`src/rtl/nt_sig_pkg.sv`:
```
// Shared types and MISR arithmetic for the Nt-node signature monitor.
package nt_sig_pkg;

  typedef enum logic [1:0] {IDLE, RUN, DONE} state_t;

  // Widest MISR the step function supports; narrower MISRs use the low bits.
  localparam int MAX_SIG_W = 64;
  localparam logic [MAX_SIG_W-1:0] POLY = 64'h1021;
  localparam logic [MAX_SIG_W-1:0] SEED = '1;

  function automatic logic [MAX_SIG_W-1:0] misr_step(
    input logic [MAX_SIG_W-1:0] sig,
    input logic                 din,
    input int                   w
  );
    logic [MAX_SIG_W-1:0] mask;
    logic [MAX_SIG_W-1:0] top;
    mask = (w >= MAX_SIG_W) ? '1 : ((64'd1 << w) - 64'd1);
    top  = sig >> (w - 1);
    return (((sig << 1) ^ (top[0] ? POLY : '0)) & mask)
           ^ {{(MAX_SIG_W-1){1'b0}}, din};
  endfunction

endpackage

```
`src/rtl/nt_sig_misr.sv`:
```
// Seedable MISR register; o_next is the value one step ahead of o_sig.
module nt_sig_misr
  import nt_sig_pkg::*;
#(
  parameter int SIG_W = 16
) (
  input  logic             i_clk,
  input  logic             i_rst,
  input  logic             i_load_seed,
  input  logic             i_step_en,
  input  logic             i_din,
  output logic [SIG_W-1:0] o_sig,
  output logic [SIG_W-1:0] o_next
);

  logic [SIG_W-1:0]     r_sig;
  logic [MAX_SIG_W-1:0] w_ext;
  logic [MAX_SIG_W-1:0] w_step;
  logic                 w_unused;

  assign w_ext    = MAX_SIG_W'(r_sig);
  assign w_step   = misr_step(w_ext, i_din, SIG_W);
  assign w_unused = ^w_step;
  assign o_next   = w_step[SIG_W-1:0];
  assign o_sig    = r_sig;

  always_ff @(posedge i_clk) begin
    if (i_rst || i_load_seed) r_sig <= SEED[SIG_W-1:0];
    else if (i_step_en)       r_sig <= o_next;
  end

endmodule

```
`src/rtl/nt_node_signature_monitor.sv`:
```
// Windowed response analyser: MISR signature, ones/toggle counts and
// end-of-window golden-mismatch and rarity flags for one observed node.
module nt_node_signature_monitor
  import nt_sig_pkg::*;
#(
  parameter  int WIN_LEN = 1000,
  parameter  int SIG_W   = 16,
  localparam int CNT_W   = $clog2(WIN_LEN + 1)
) (
  input  logic             I1470_clk,
  input  logic             I1477_rst,
  input  logic             start,
  input  logic             node_in,
  input  logic             node_valid,
  input  logic [SIG_W-1:0] golden_sig,
  input  logic [CNT_W-1:0] rare_thresh,
  output logic             busy,
  output logic             done,
  output logic [SIG_W-1:0] signature,
  output logic [CNT_W-1:0] ones_cnt,
  output logic [CNT_W-1:0] toggle_cnt,
  output logic             mismatch,
  output logic             rare_flag
);

  localparam logic [CNT_W-1:0] WIN_C  = CNT_W'(WIN_LEN);
  localparam logic [CNT_W-1:0] LAST_C = CNT_W'(WIN_LEN - 1);

  state_t           r_state, w_state_nx;
  logic [CNT_W-1:0] r_ones, r_tog, r_smp;
  logic             r_prev, r_prev_valid, r_mismatch, r_rare;

  logic             w_load, w_accept, w_last, w_rare;
  logic [CNT_W-1:0] w_ones_nx, w_zeros_nx, w_min;
  logic [SIG_W-1:0] w_sig, w_sig_nx;

  assign w_load   = (r_state == IDLE) && start;
  assign w_accept = (r_state == RUN) && node_valid;
  assign w_last   = w_accept && (r_smp == LAST_C);

  nt_sig_misr #(.SIG_W(SIG_W)) u_misr (
    .i_clk       (I1470_clk),
    .i_rst       (I1477_rst),
    .i_load_seed (w_load),
    .i_step_en   (w_accept),
    .i_din       (node_in),
    .o_sig       (w_sig),
    .o_next      (w_sig_nx)
  );

  // Flags judge the window including the sample landing on the final edge.
  assign w_ones_nx  = r_ones + CNT_W'(node_in);
  assign w_zeros_nx = WIN_C - w_ones_nx;
  assign w_min      = (w_ones_nx < w_zeros_nx) ? w_ones_nx : w_zeros_nx;
  assign w_rare     = w_min < rare_thresh;

  always_ff @(posedge I1470_clk) begin
    if (I1477_rst) r_state <= IDLE;
    else           r_state <= w_state_nx;
  end

  always_comb begin
    w_state_nx = r_state;
    case (r_state)
      IDLE:    if (start)  w_state_nx = RUN;
      RUN:     if (w_last) w_state_nx = DONE;
      DONE:    w_state_nx = IDLE;
      default: w_state_nx = IDLE;
    endcase
  end

  always_ff @(posedge I1470_clk) begin
    if (I1477_rst || w_load) begin
      r_ones       <= '0;
      r_tog        <= '0;
      r_smp        <= '0;
      r_prev       <= 1'b0;
      r_prev_valid <= 1'b0;
      r_mismatch   <= 1'b0;
      r_rare       <= 1'b0;
    end else if (w_accept) begin
      r_ones       <= w_ones_nx;
      if (r_prev_valid && (node_in != r_prev)) r_tog <= r_tog + 1'b1;
      r_prev       <= node_in;
      r_prev_valid <= 1'b1;
      r_smp        <= r_smp + 1'b1;
      if (w_last) begin
        r_mismatch <= (w_sig_nx != golden_sig);
        r_rare     <= w_rare;
      end
    end
  end

  assign busy       = (r_state != IDLE);
  assign done       = (r_state == DONE);
  assign signature  = w_sig;
  assign ones_cnt   = r_ones;
  assign toggle_cnt = r_tog;
  assign mismatch   = r_mismatch;
  assign rare_flag  = r_rare;

endmodule

```
`config.mk`:
```
export PLATFORM = sky130hd
export DESIGN_NAME = nt_node_signature_monitor
export DESIGN_NICKNAME = d
export VERILOG_FILES = /design/src/rtl/nt_sig_pkg.sv /design/src/rtl/nt_sig_misr.sv /design/src/rtl/nt_node_signature_monitor.sv
export SDC_FILE = /design/constraint.sdc
export NUM_CORES = 1
export LEC_CHECK = 0
export ABC_CLOCK_PERIOD_IN_PS = 4850
export CAP_MARGIN = 0
export CORE_ASPECT_RATIO = 1.2
export CORE_MARGIN = 2
export CORE_UTILIZATION = 50
export DETAILED_ROUTE_END_ITERATION = 10
export PLACE_DENSITY = 0.84
export SYNTH_ARGS = -nofsm -noshare
export SYNTH_HDL_FRONTEND = slang
export SYNTH_SLANG_ARGS = --single-unit
```
`constraint.sdc`:
```
create_clock -name I1470_clk -period 4.85 [get_ports I1470_clk]
set_input_delay 0.7275 -clock I1470_clk [delete_from_list [all_inputs] [get_ports I1470_clk]]
set_output_delay 0.7275 -clock I1470_clk [all_outputs]
set_load 0.005 [all_outputs]
```
# ---- Word level (Yosys, flattened, before mapping)
# Cells that the tools add are included.
dict set report totals {
  ff_bits 52
  in_bits 31
  output_inout_bits 40
  elab_cells 39
}
dict set report classes {
  addsub 4
  order_cmp 2
  eq_ne 7
  n_mux 5
  bitwise 2
  reduce_logical 10
}
# operator n
set ops {}
lappend ops {{$add 10x1->10 const B} 2}
lappend ops {{$lt 10x10->1} 2}
lappend ops {{$ne 16x16->1} 1}
lappend ops {{$xor 16x1->16} 1}
lappend ops {{$xor 16x16->16} 1}
lappend ops {{$mux 13} 1}
lappend ops {{$add 10x1->10} 1}
lappend ops {{$eq 10x10->1 const B} 1}
lappend ops {{$mux 10} 1}
lappend ops {{$sub 10x10->10 const A} 1}
lappend ops {{$reduce_and 2->1} 3}
lappend ops {{$logic_and 1x1->1} 4}
lappend ops {{$mux 2} 2}
lappend ops {{$ne 2x2->1 const B} 2}
lappend ops {{$pmux 2 s2} 1}
lappend ops {{$eq 2x1->1 const B} 1}
lappend ops {{$eq 2x2->1 const B} 1}
lappend ops {{$logic_not 2->1} 1}
lappend ops {{$reduce_bool 2->1} 1}
lappend ops {{$logic_or 1x1->1} 1}
lappend ops {{$ne 1x1->1} 1}

# ---- Logic depth before layout (Yosys ltp)
# Gate-level depths: netlist of the first run.
dict set report logic_depth {
  word_depth 5
  ltp_mapped 21
  ltp_nobuf 20
}

# ---- By module
# From an unflattened synthesis of the first run, not the netlist that was laid out.
dict set report unflattened {
  hier_cells 369
  area_unflattened_um2 3159.3
}
# mod n_inst cells_each area_per_inst_um2 seq_area_each_um2
set modules_own_cells {}
lappend modules_own_cells {nt_node_signature_monitor 1 300 2453.6 720.7}
lappend modules_own_cells {nt_sig_misr 1 69 705.7 320.3}

# ---- Least setup slack after synthesis of the first run
# No wires, ideal clock.
dict set report synth_path {
  path_type {in2reg}
  start {in node_in}
  end {reg r_rare, in the netlist rare_flag}
  setup_time_ns 0.070
  t_arrival_ns 4.266
  t_required_ns 4.780
  setup_slack_ns 0.515
  path_stages 20
  path_buffers 0
  path_cell_list {ha_1 ha_1 inv_1 ha_1 inv_1 ha_1 xnor3_1 a21oi_1 o2111ai_1 a32oi_1 o32ai_4 nand2_1 o21ai_1 ha_1 a21o_1 a21o_1 a21o_1 a211oi_1 o311ai_0 a21oi_1}
}
dict set report synth_between {
  elab_chain_cells 5
}
# element line
set synth_lines {}
lappend synth_lines {{start, declared} nt_node_signature_monitor.sv:13} ;# input logic node_in,
lappend synth_lines {{$add 10x1->10 *} nt_node_signature_monitor.sv:52} ;# assign w_ones_nx = r_ones + CNT_W'(node_in);
lappend synth_lines {{via w_ones_nx[1]} nt_node_signature_monitor.sv:34} ;# logic [CNT_W-1:0] w_ones_nx, w_zeros_nx, w_min;
lappend synth_lines {{$sub 10x10->10} nt_node_signature_monitor.sv:53} ;# assign w_zeros_nx = WIN_C - w_ones_nx;
lappend synth_lines {{$lt 10x10->1} nt_node_signature_monitor.sv:54} ;# assign w_min = (w_ones_nx < w_zeros_nx) ? w_ones_nx : w_zeros_nx;
lappend synth_lines {{$mux 10 *} nt_node_signature_monitor.sv:54}
lappend synth_lines {{$lt 10x10->1 *} nt_node_signature_monitor.sv:55} ;# assign w_rare = w_min < rare_thresh;
lappend synth_lines {{end signal, assigned} nt_node_signature_monitor.sv:89} ;# r_rare <= w_rare;
lappend synth_lines {{end, declared} nt_node_signature_monitor.sv:31} ;# logic r_prev, r_prev_valid, r_mismatch, r_rare;
# The timed path passes the listed nets; every way through them passes the cells marked *.
# A chain may end at the register's enable or synchronous reset.

# ---- Worst setup path in the final report of the first run
# Ends and elaborated chain as after synthesis.

==> results of run 1 <==
## timing repair
| item | 4_1_cts | 5_1_grt |
|---|---|---|
| endpoints found under the setup margin | 0 | 1 |
| gates resized for setup | 0 | 5 |
| hold endpoints to repair | 0 | 0 |
## per-layer routing
metal  share of wire [%]  up-vias  wire length, um  GRT usage, %
met5                   0        -                0             0
met4                 1.7        0              124          5.36
met3                 3.8       13              285          3.64
met2                  52       62             3870          40.9
met1                  42     1372             3160          24.9
li1                    -     1414                -             -
## layout make-up
class | instances | area, um^2 | area share, %
inverters | 19 | 71.3 | 1.74
clock buffers | 6 | 72.6 | 1.77
well taps | 82 | 103 | 2.51
repair buffers | 87 | 828 | 20.3
flip-flops and latches | 52 | 1040 | 25.5
multi-input cells | 288 | 1940 | 47.4
clock inverters | 2 | 35.0 | 0.857
## sequential cells by signal, indices dropped and copies added (netlist names)
| signal | flops |
|---|---|
| toggle_cnt | 10 |
| r_smp | 10 |
| r_state | 2 |
| r_prev | 1 |
| u_misr.o_sig | 16 |
| rare_flag | 1 |
| r_prev_valid | 1 |
| ones_cnt | 10 |
| mismatch | 1 |
## logic make-up (layout without fill, tap and decap cells)
| group | after synthesis | in the layout | synth area share [%] |
|---|---|---|---|
| buffers and inverters | 48 | 114 | 7.69 |
| and+or+nand+nor | 165 | 165 | 25.0 |
| xor gates and xnor gates | 57 | 57 | 16.2 |
| muxes | 5 | 5 | 1.64 |
| AOI/OAI and AO/OA | 42 | 42 | 9.49 |
| DFF | 52 | 52 | 32.5 |
| adders and majority gates | 19 | 19 | 7.42 |
## cells in the final DEF, fill, tap and decap left out, types with 6 or more instances in the layout
| cell | count |
|---|---|
| sky130_fd_sc_hd__nand3_1 | 21 |
| sky130_fd_sc_hd__nand4_1 | 8 |
| sky130_fd_sc_hd__clkdlybuf4s50_1 | 70 |
| sky130_fd_sc_hd__dfxtp_1 | 52 |
| sky130_fd_sc_hd__ha_1 | 17 |
| sky130_fd_sc_hd__nand2_1 | 56 |
| sky130_fd_sc_hd__buf_4 | 17 |
| sky130_fd_sc_hd__inv_1 | 19 |
| sky130_fd_sc_hd__a21oi_1 | 12 |
| sky130_fd_sc_hd__and3_1 | 8 |
| sky130_fd_sc_hd__nor2_1 | 42 |
| sky130_fd_sc_hd__xor2_1 | 29 |
| sky130_fd_sc_hd__xnor2_1 | 26 |
| sky130_fd_sc_hd__a21o_1 | 6 |
## power by group through the flow
stage / clock network, mW / registers (mW) / logic, mW
final: 0.291 / 0.444 / 0.108
after floorplan: 0 / 0.451 / 0.0608
after detailed placement: 0 / 0.453 / 0.107
after CTS: 0.295 / 0.443 / 0.108
after global routing: 0.313 / 0.445 / 0.118
after global placement: 0 / 0.453 / 0.103
## final timing paths
kind                            cells after the start          from            to  slack [ps]
worst max-delay path                               21       node_in     rare_flag         200
worst min-delay path                                2  r_prev_valid  r_prev_valid         470
worst max register to register                     20   ones_cnt[0]     rare_flag         760
worst min register to register                      2  r_prev_valid  r_prev_valid         470
## tightest hold or removal path: stages (launching register included)
cell                      delay [ps]
sky130_fd_sc_hd__dfxtp_1         330
sky130_fd_sc_hd__nor2_1           40
sky130_fd_sc_hd__nor2_1           60
## stage by stage
stage               total power, mW  cell area (um^2)
detailed placement            0.560              3960
floorplan                     0.512              3200
CTS                           0.846              4070
finish                        0.843              4090
global route                  0.876              4090
global placement              0.556              3960
==> qor.txt, run 1 <==
========================================================================================
Die Width                                                                        77.1 um
Setup violators final                                                                  0
Critical path's slowest cell                                                sky130_fd_sc_hd__clkdlybuf4s50_1
FF+latch count, synth                                                                 52
Number of cells after detailed placement                                             528
Hold Worst Slack                                                                  467 ps
Number of diodes                                                                       0
Synthesized instance count                                                           388
Worst setup slack before clock tree synthesis                                    -146 ps
Most repeated cell in the gate-level netlist after synthesis                sky130_fd_sc_hd__nand2_1
Clock tree from TritonCTS                                                          built
Share of total power in the clock network                                          34.6%
Static leakage                                                                   1.73 nW
Synthesized Nets                                                                     438
Die area                                                                       7070 um^2
Estimated wirelength of the detail-placed design                                 5670 um
Vias after detailed routing                                                         2861
Fraction of power spent switching nets                                             23.3%
Comb pwr share                                                                     12.8%
Worst Setup End Kind                                                            register
Crit path buf inv count                                                                3
Number of hold buffers added after CTS                                                 0
RSZ-0062 raised after global routing                                                  no
Cell Count, Final, Fillers Out                                                       536
Remaining global-route overflow                                                        0
Cts bufs inserted                                                                      5
Tcrit/Tclk final                                                                   95.9%
Clock slew at reported path FFs                                                    90 ps
Power density over cell area                                                 206 nW/um^2
Cells along the critical path                                               clkdlybuf4s50_1 -> ha_2 -> ha_2 -> inv_1 -> ha_1 -> inv_1 -> ha_1 -> xnor3_1 -> a21oi_2 -> o2111ai_2 -> a32oi_2 -> o32ai_4 -> nand2_1 -> o21ai_1 -> ha_1 -> a21o_1 -> a21o_1 -> a21o_1 -> a211oi_1 -> o311ai_0 -> a21oi_1
Distinct cell type count after synthesis                                              49
Pin count of the biggest net entering global routing                                  35
Largest stage delay, worst path                                                   510 ps
Mean routed wirelength per cell                                                  13.9 um
Maximum achievable frequency                                                     215 MHz
Height of the chip                                                               91.7 um
FP Rows                                                                               31
Type of the tightest min-delay check                                        register to register
Buffers added on ports                                                                70
Post-synth top area share                                                          32.5%
Total of warnings raised by yosys                                                      0
Initial core utilization                                                           52.3%
Via count of the first global-routing pass                                          2790
CTS sink count                                                                        52
Post-synth EDFFs                                                                       0
Count of pins on the block boundary                                                   71
Share of layout cells above drive strength 1                                       8.81%
Global-route wire length before repair                                          12600 um
Mean instance size in the synthesized netlist                                  8.26 um^2
Worst rel slew slack                                                               18.1%
Internal power contribution                                                       647 uW
Switching component of the power                                                  196 uW
Clock skew after layout                                                          5.32 ps
Critical path arrival                                                            4880 ps
Clock network latency to the later pin of the worst-skew pair                     300 ps
Register area share after synthesis                                                32.5%
Critical path fanouts, max                                                             3
Antenna viol nets, final                                                               0
Crit path kind                                                              input pin to register
Starting DRT DRC Count                                                                81
Final weighted congestion in routability-driven placement                          0.913
Peak supply drop                                                                  153 uV
Startpoint type of the worst setup path                                        input pin
Category of cells accounting for the largest share of critical-path delay   compound AO/OA/AOI/OAI gates
Final WL                                                                         7440 um
Run status                                                                  complete, no violations
Antenna violations before repair                                                       0
Share of async-settable or async-resettable flops after synthesis                     0%
Maximum level of the CTS H-tree                                                        2
Sequential Power Share                                                             52.6%
Setup WS post-layout                                                              201 ps
Post-synth top area cell                                                    sky130_fd_sc_hd__dfxtp_1
First-pass iteration count of the detailed router                                      4
P&R area growth vs syn                                                             27.6%
Cell types occupying the most area after synthesis                          sky130_fd_sc_hd__dfxtp_1 (32%), sky130_fd_sc_hd__xor2_1 (7.9%), sky130_fd_sc_hd__ha_1 (7.4%), sky130_fd_sc_hd__xnor2_1 (7.1%), sky130_fd_sc_hd__nand2_1 (6.6%)
Total standard cell area after synthesis                                       3200 um^2
GR Util All Layers                                                                 21.6%
Utilization of the core after routing                                              66.7%
Final critical-path required period                                              4650 ps
Post-CTS setup-driven buffer insertion count                                           0
Transition time of the tightest slew-check pin                                   1230 ps
Layout fillers                                                                       529
Avg Vias per Cell                                                                   5.34
Total core area                                                                6130 um^2
Setup TNS                                                                           0 ps
Hold Fails Final Rpt                                                                   0
Most common flop cell mapped by yosys                                       sky130_fd_sc_hd__dfxtp_1
Data required time of the worst path                                             5080 ps
Clock Tree Buf Depth                                                                   2
Max-cap check violation count                                                          0
Detailed-route DRC error count                                                         0
Final max-slew violation count                                                         0
Number of nets in the layout                                                         503
Root buffer selected by CTS                                                 sky130_fd_sc_hd__clkbuf_8
Commonest cells in the synthesized netlist                                  sky130_fd_sc_hd__nand2_1 (56), sky130_fd_sc_hd__dfxtp_1 (52), sky130_fd_sc_hd__nor2_1 (42)
========================================================================================
(Power assumes the default switching activity.)
==> run 2, diff against run 1 <==
--- a/config.mk
+++ b/config.mk
@@ -10,6 +10,7 @@
 export CORE_ASPECT_RATIO = 1.2
 export CORE_MARGIN = 2
 export CORE_UTILIZATION = 50
+export CTS_CLUSTER_DIAMETER = 200
 export DETAILED_ROUTE_END_ITERATION = 10
 export PLACE_DENSITY = 0.84
 export SYNTH_ARGS = -nofsm -noshare
==> results of run 2 <==
No change in the layout: final DEF, timing and power equal those of run 1.
==> run 3, diff against run 2 <==
--- a/config.mk
+++ b/config.mk
@@ -9,10 +9,12 @@
 export CAP_MARGIN = 0
 export CORE_ASPECT_RATIO = 1.2
 export CORE_MARGIN = 2
-export CORE_UTILIZATION = 50
+export CORE_UTILIZATION = 33
+export CTS_BUF_LIST = sky130_fd_sc_hd__clkbuf_8
 export CTS_CLUSTER_DIAMETER = 200
+export CTS_CLUSTER_SIZE = 20
 export DETAILED_ROUTE_END_ITERATION = 10
-export PLACE_DENSITY = 0.84
+export PLACE_DENSITY = 0.61
 export SYNTH_ARGS = -nofsm -noshare
 export SYNTH_HDL_FRONTEND = slang
 export SYNTH_SLANG_ARGS = --single-unit
==> run 3 against run 2 <==
  * Non-clock buffer count grew 7
  * First-iteration DRC count grew 41%
  * Clock skew grew 4.0 ps
  * Cell count grew 9.0%
  * Worst hold slack gained 2.7 ps
  * Combinational power is essentially flat
  * Clock power shrank 12%
  * Final area grew 2.0%
  * Power shrank 4.3%
  * Critical endpoint unchanged
  * Highest routed layer unchanged
==> qor.txt, run 3 (synthesis gave the netlist of run 1 again) <==
============================================================================
Run status                                                      complete, no violations
Utilization of the core after routing                                  44.1%
Hold Fails Final Rpt                                                       0
Root buffer selected by CTS                                     sky130_fd_sc_hd__clkbuf_8
Critical path arrival                                                4880 ps
Max-cap check violation count                                              0
Remaining global-route overflow                                            0
Die Width                                                            94.0 um
Height of the chip                                                    112 um
Power density over cell area                                     193 nW/um^2
Antenna viol nets, final                                                   0
Final max-slew violation count                                             0
Clock Tree Buf Depth                                                       2
Via count of the first global-routing pass                              2642
Hold Worst Slack                                                      469 ps
Pin count of the biggest net entering global routing                      35
Count of pins on the block boundary                                       71
GR Util All Layers                                                     14.3%
Number of cells after detailed placement                                 575
Starting DRT DRC Count                                                   114
Cells along the critical path                                   clkdlybuf4s50_1 -> ha_2 -> ha_2 -> inv_1 -> ha_1 -> inv_1 -> ha_1 -> xnor3_1 -> a21oi_2 -> o2111ai_1 -> a32oi_2 -> o32ai_4 -> nand2_1 -> o21ai_1 -> ha_1 -> a21o_1 -> a21o_1 -> a21o_1 -> a211oi_1 -> o311ai_0 -> a21oi_1
Reg-to-Reg End                                                     rare_flag
Cts bufs inserted                                                          5
Worst setup slack for register-to-register paths                      750 ps
Number of nets in the layout                                             510
Die area                                                          10500 um^2
Critical path's slowest cell                                    sky130_fd_sc_hd__clkdlybuf4s50_1
Critical path fanouts, max                                                 4
Final weighted congestion in routability-driven placement              0.887
Most common library cell in the layout ignoring fill and taps   sky130_fd_sc_hd__clkdlybuf4s50_1
Final WL                                                             7490 um
Data required time of the worst path                                 5080 ps
Transition time of the tightest slew-check pin                       1230 ps
Largest stage delay, worst path                                       500 ps
Number of diodes                                                           0
Cell Count, Final, Fillers Out                                           584
Initial core utilization                                               33.8%
First-pass iteration count of the detailed router                          4
Final critical-path required period                                  4650 ps
Worst Setup End Kind                                                register
Total core area                                                    9470 um^2
Maximum level of the CTS H-tree                                            2
FP Rows                                                                   39
Comb pwr share                                                         13.4%
Share of layout cells above drive strength 1                           9.98%
Vias after detailed routing                                             2736
Clock network latency to the later pin of the worst-skew pair         310 ps
Internal power contribution                                           608 uW
Estimated wirelength of the detail-placed design                     5670 um
Share of total power in the clock network                              31.6%
Max reg flops                                                             16
Sequential Power Share                                                 55.0%
R2r startpoint                                                   ones_cnt[0]
Crit path kind                                                  input pin to register
Number of cells on the worst hold path                                     2
Avg Vias per Cell                                                       4.68
Clock skew after layout                                              9.36 ps
Detailed-route DRC error count                                             0
Buffers added on ports                                                    70
Startpoint type of the worst setup path                            input pin
Clock slew at reported path FFs                                       100 ps
Setup violators final                                                      0
Antenna violations before repair                                           0
P&R area growth vs syn                                                 30.3%
CTS sink count                                                            52
Maximum achievable frequency                                         215 MHz
Overall power consumption                                             806 uW
Static leakage                                                       1.76 nW
Path depth of the worst reg2reg path                                      20
Worst rel slew slack                                                   18.3%
Fraction of power spent switching nets                                 24.6%
Tcrit/Tclk final                                                       95.8%
Destination of the worst hold path                                    r_prev
Commonest cells after routing, fill and taps aside              sky130_fd_sc_hd__clkdlybuf4s50_1 (70), sky130_fd_sc_hd__nand2_1 (56), sky130_fd_sc_hd__dfxtp_1 (52), sky130_fd_sc_hd__nor2_1 (42), sky130_fd_sc_hd__xor2_1 (29)
Clock tree from TritonCTS                                              built
Peak supply drop                                                      119 uV
Global-route wire length before repair                              12200 um
Worst Min Path Start                                                  r_prev
Switching component of the power                                      198 uW
Mean routed wirelength per cell                                      12.8 um
Type of the tightest min-delay check                            register to register
============================================================================
-- run 3: cell count changes in the layout (fill, tap and decap cells not counted) --
cell,delta
sky130_fd_sc_hd__buf_4,+7
sky130_fd_sc_hd__bufinv_16,-1
sky130_fd_sc_hd__clkbuf_1,-1
sky130_fd_sc_hd__clkbuf_8,+1
sky130_fd_sc_hd__clkinv_2,-1
sky130_fd_sc_hd__clkinvlp_4,+1
sky130_fd_sc_hd__inv_1,+1
sky130_fd_sc_hd__o2111ai_1,+1
sky130_fd_sc_hd__o2111ai_2,-1
sky130_fd_sc_hd__o21ai_0,-1
sky130_fd_sc_hd__o21ai_1,+1
-- run 3: power groups by stage --
stage	sequential, mW	combinational, mW	clock [mW]
detailed placement	0.454	0.108	0
global placement	0.454	0.106	0
global route	0.445	0.119	0.279
CTS	0.444	0.109	0.261
finish	0.444	0.108	0.255
floorplan	0.451	0.0608	0
-- run 3: final cells by class --
cell class / count / area, um^2
fill: 950 / 5290
multi-input combinational: 288 / 1930
sequential: 52 / 1040
timing repair buffer: 94 / 881
tap: 123 / 154
clock buffer: 6 / 82.6
inverter: 19 / 71.3
clock inverter: 2 / 11.3
-- run 3: worst max-delay path by stage --
stage                        from        end  slack [ps]  cells past startpoint
after floorplan           node_in  rare_flag         510                     20
after global placement    node_in  rare_flag         -60                     21
after detailed placement  node_in  rare_flag        -180                     21
after CTS                 node_in  rare_flag         120                     21
after global routing      node_in  rare_flag         -30                     21
final                     node_in  rare_flag         200                     21
-- run 3: per-stage QoR --
step	TNS [ps]	setup slack (ps)	area, um^2
final	0	204	4170
after floorplan	0	515	3200
after detailed placement	-179	-179	4060
after global routing	-34.5	-34.5	4170
after global placement	-63.2	-63.2	4060
after CTS	0	121	4150
-- run 3: critical path: cells and delay by family --
family | cells | cell delay (ps)
AO/OA/AOI/OAI | 11 | 1830
XOR/XNOR | 1 | 360
adder cells (fa/ha/maj) | 5 | 1220
buffers and inverters | 3 | 620
AND/OR/NAND/NOR | 1 | 100
-- run 3: repair_timing --
| action | 4_1_cts | 5_1_grt |
|---|---|---|
| setup buffers | 0 | 1 |
| setup endpoints to repair | 0 | 1 |
| gates resized for setup | 0 | 5 |
| hold buffers | 0 | 0 |
-- run 3: layer usage --
layer	global-route usage [%]	vias up	routed length, um
met5	0	-	0
met3	2.17	7	256
li1	-	1423	-
met1	18.1	1250	3410
met4	4.15	0	86
met2	25.0	56	3740
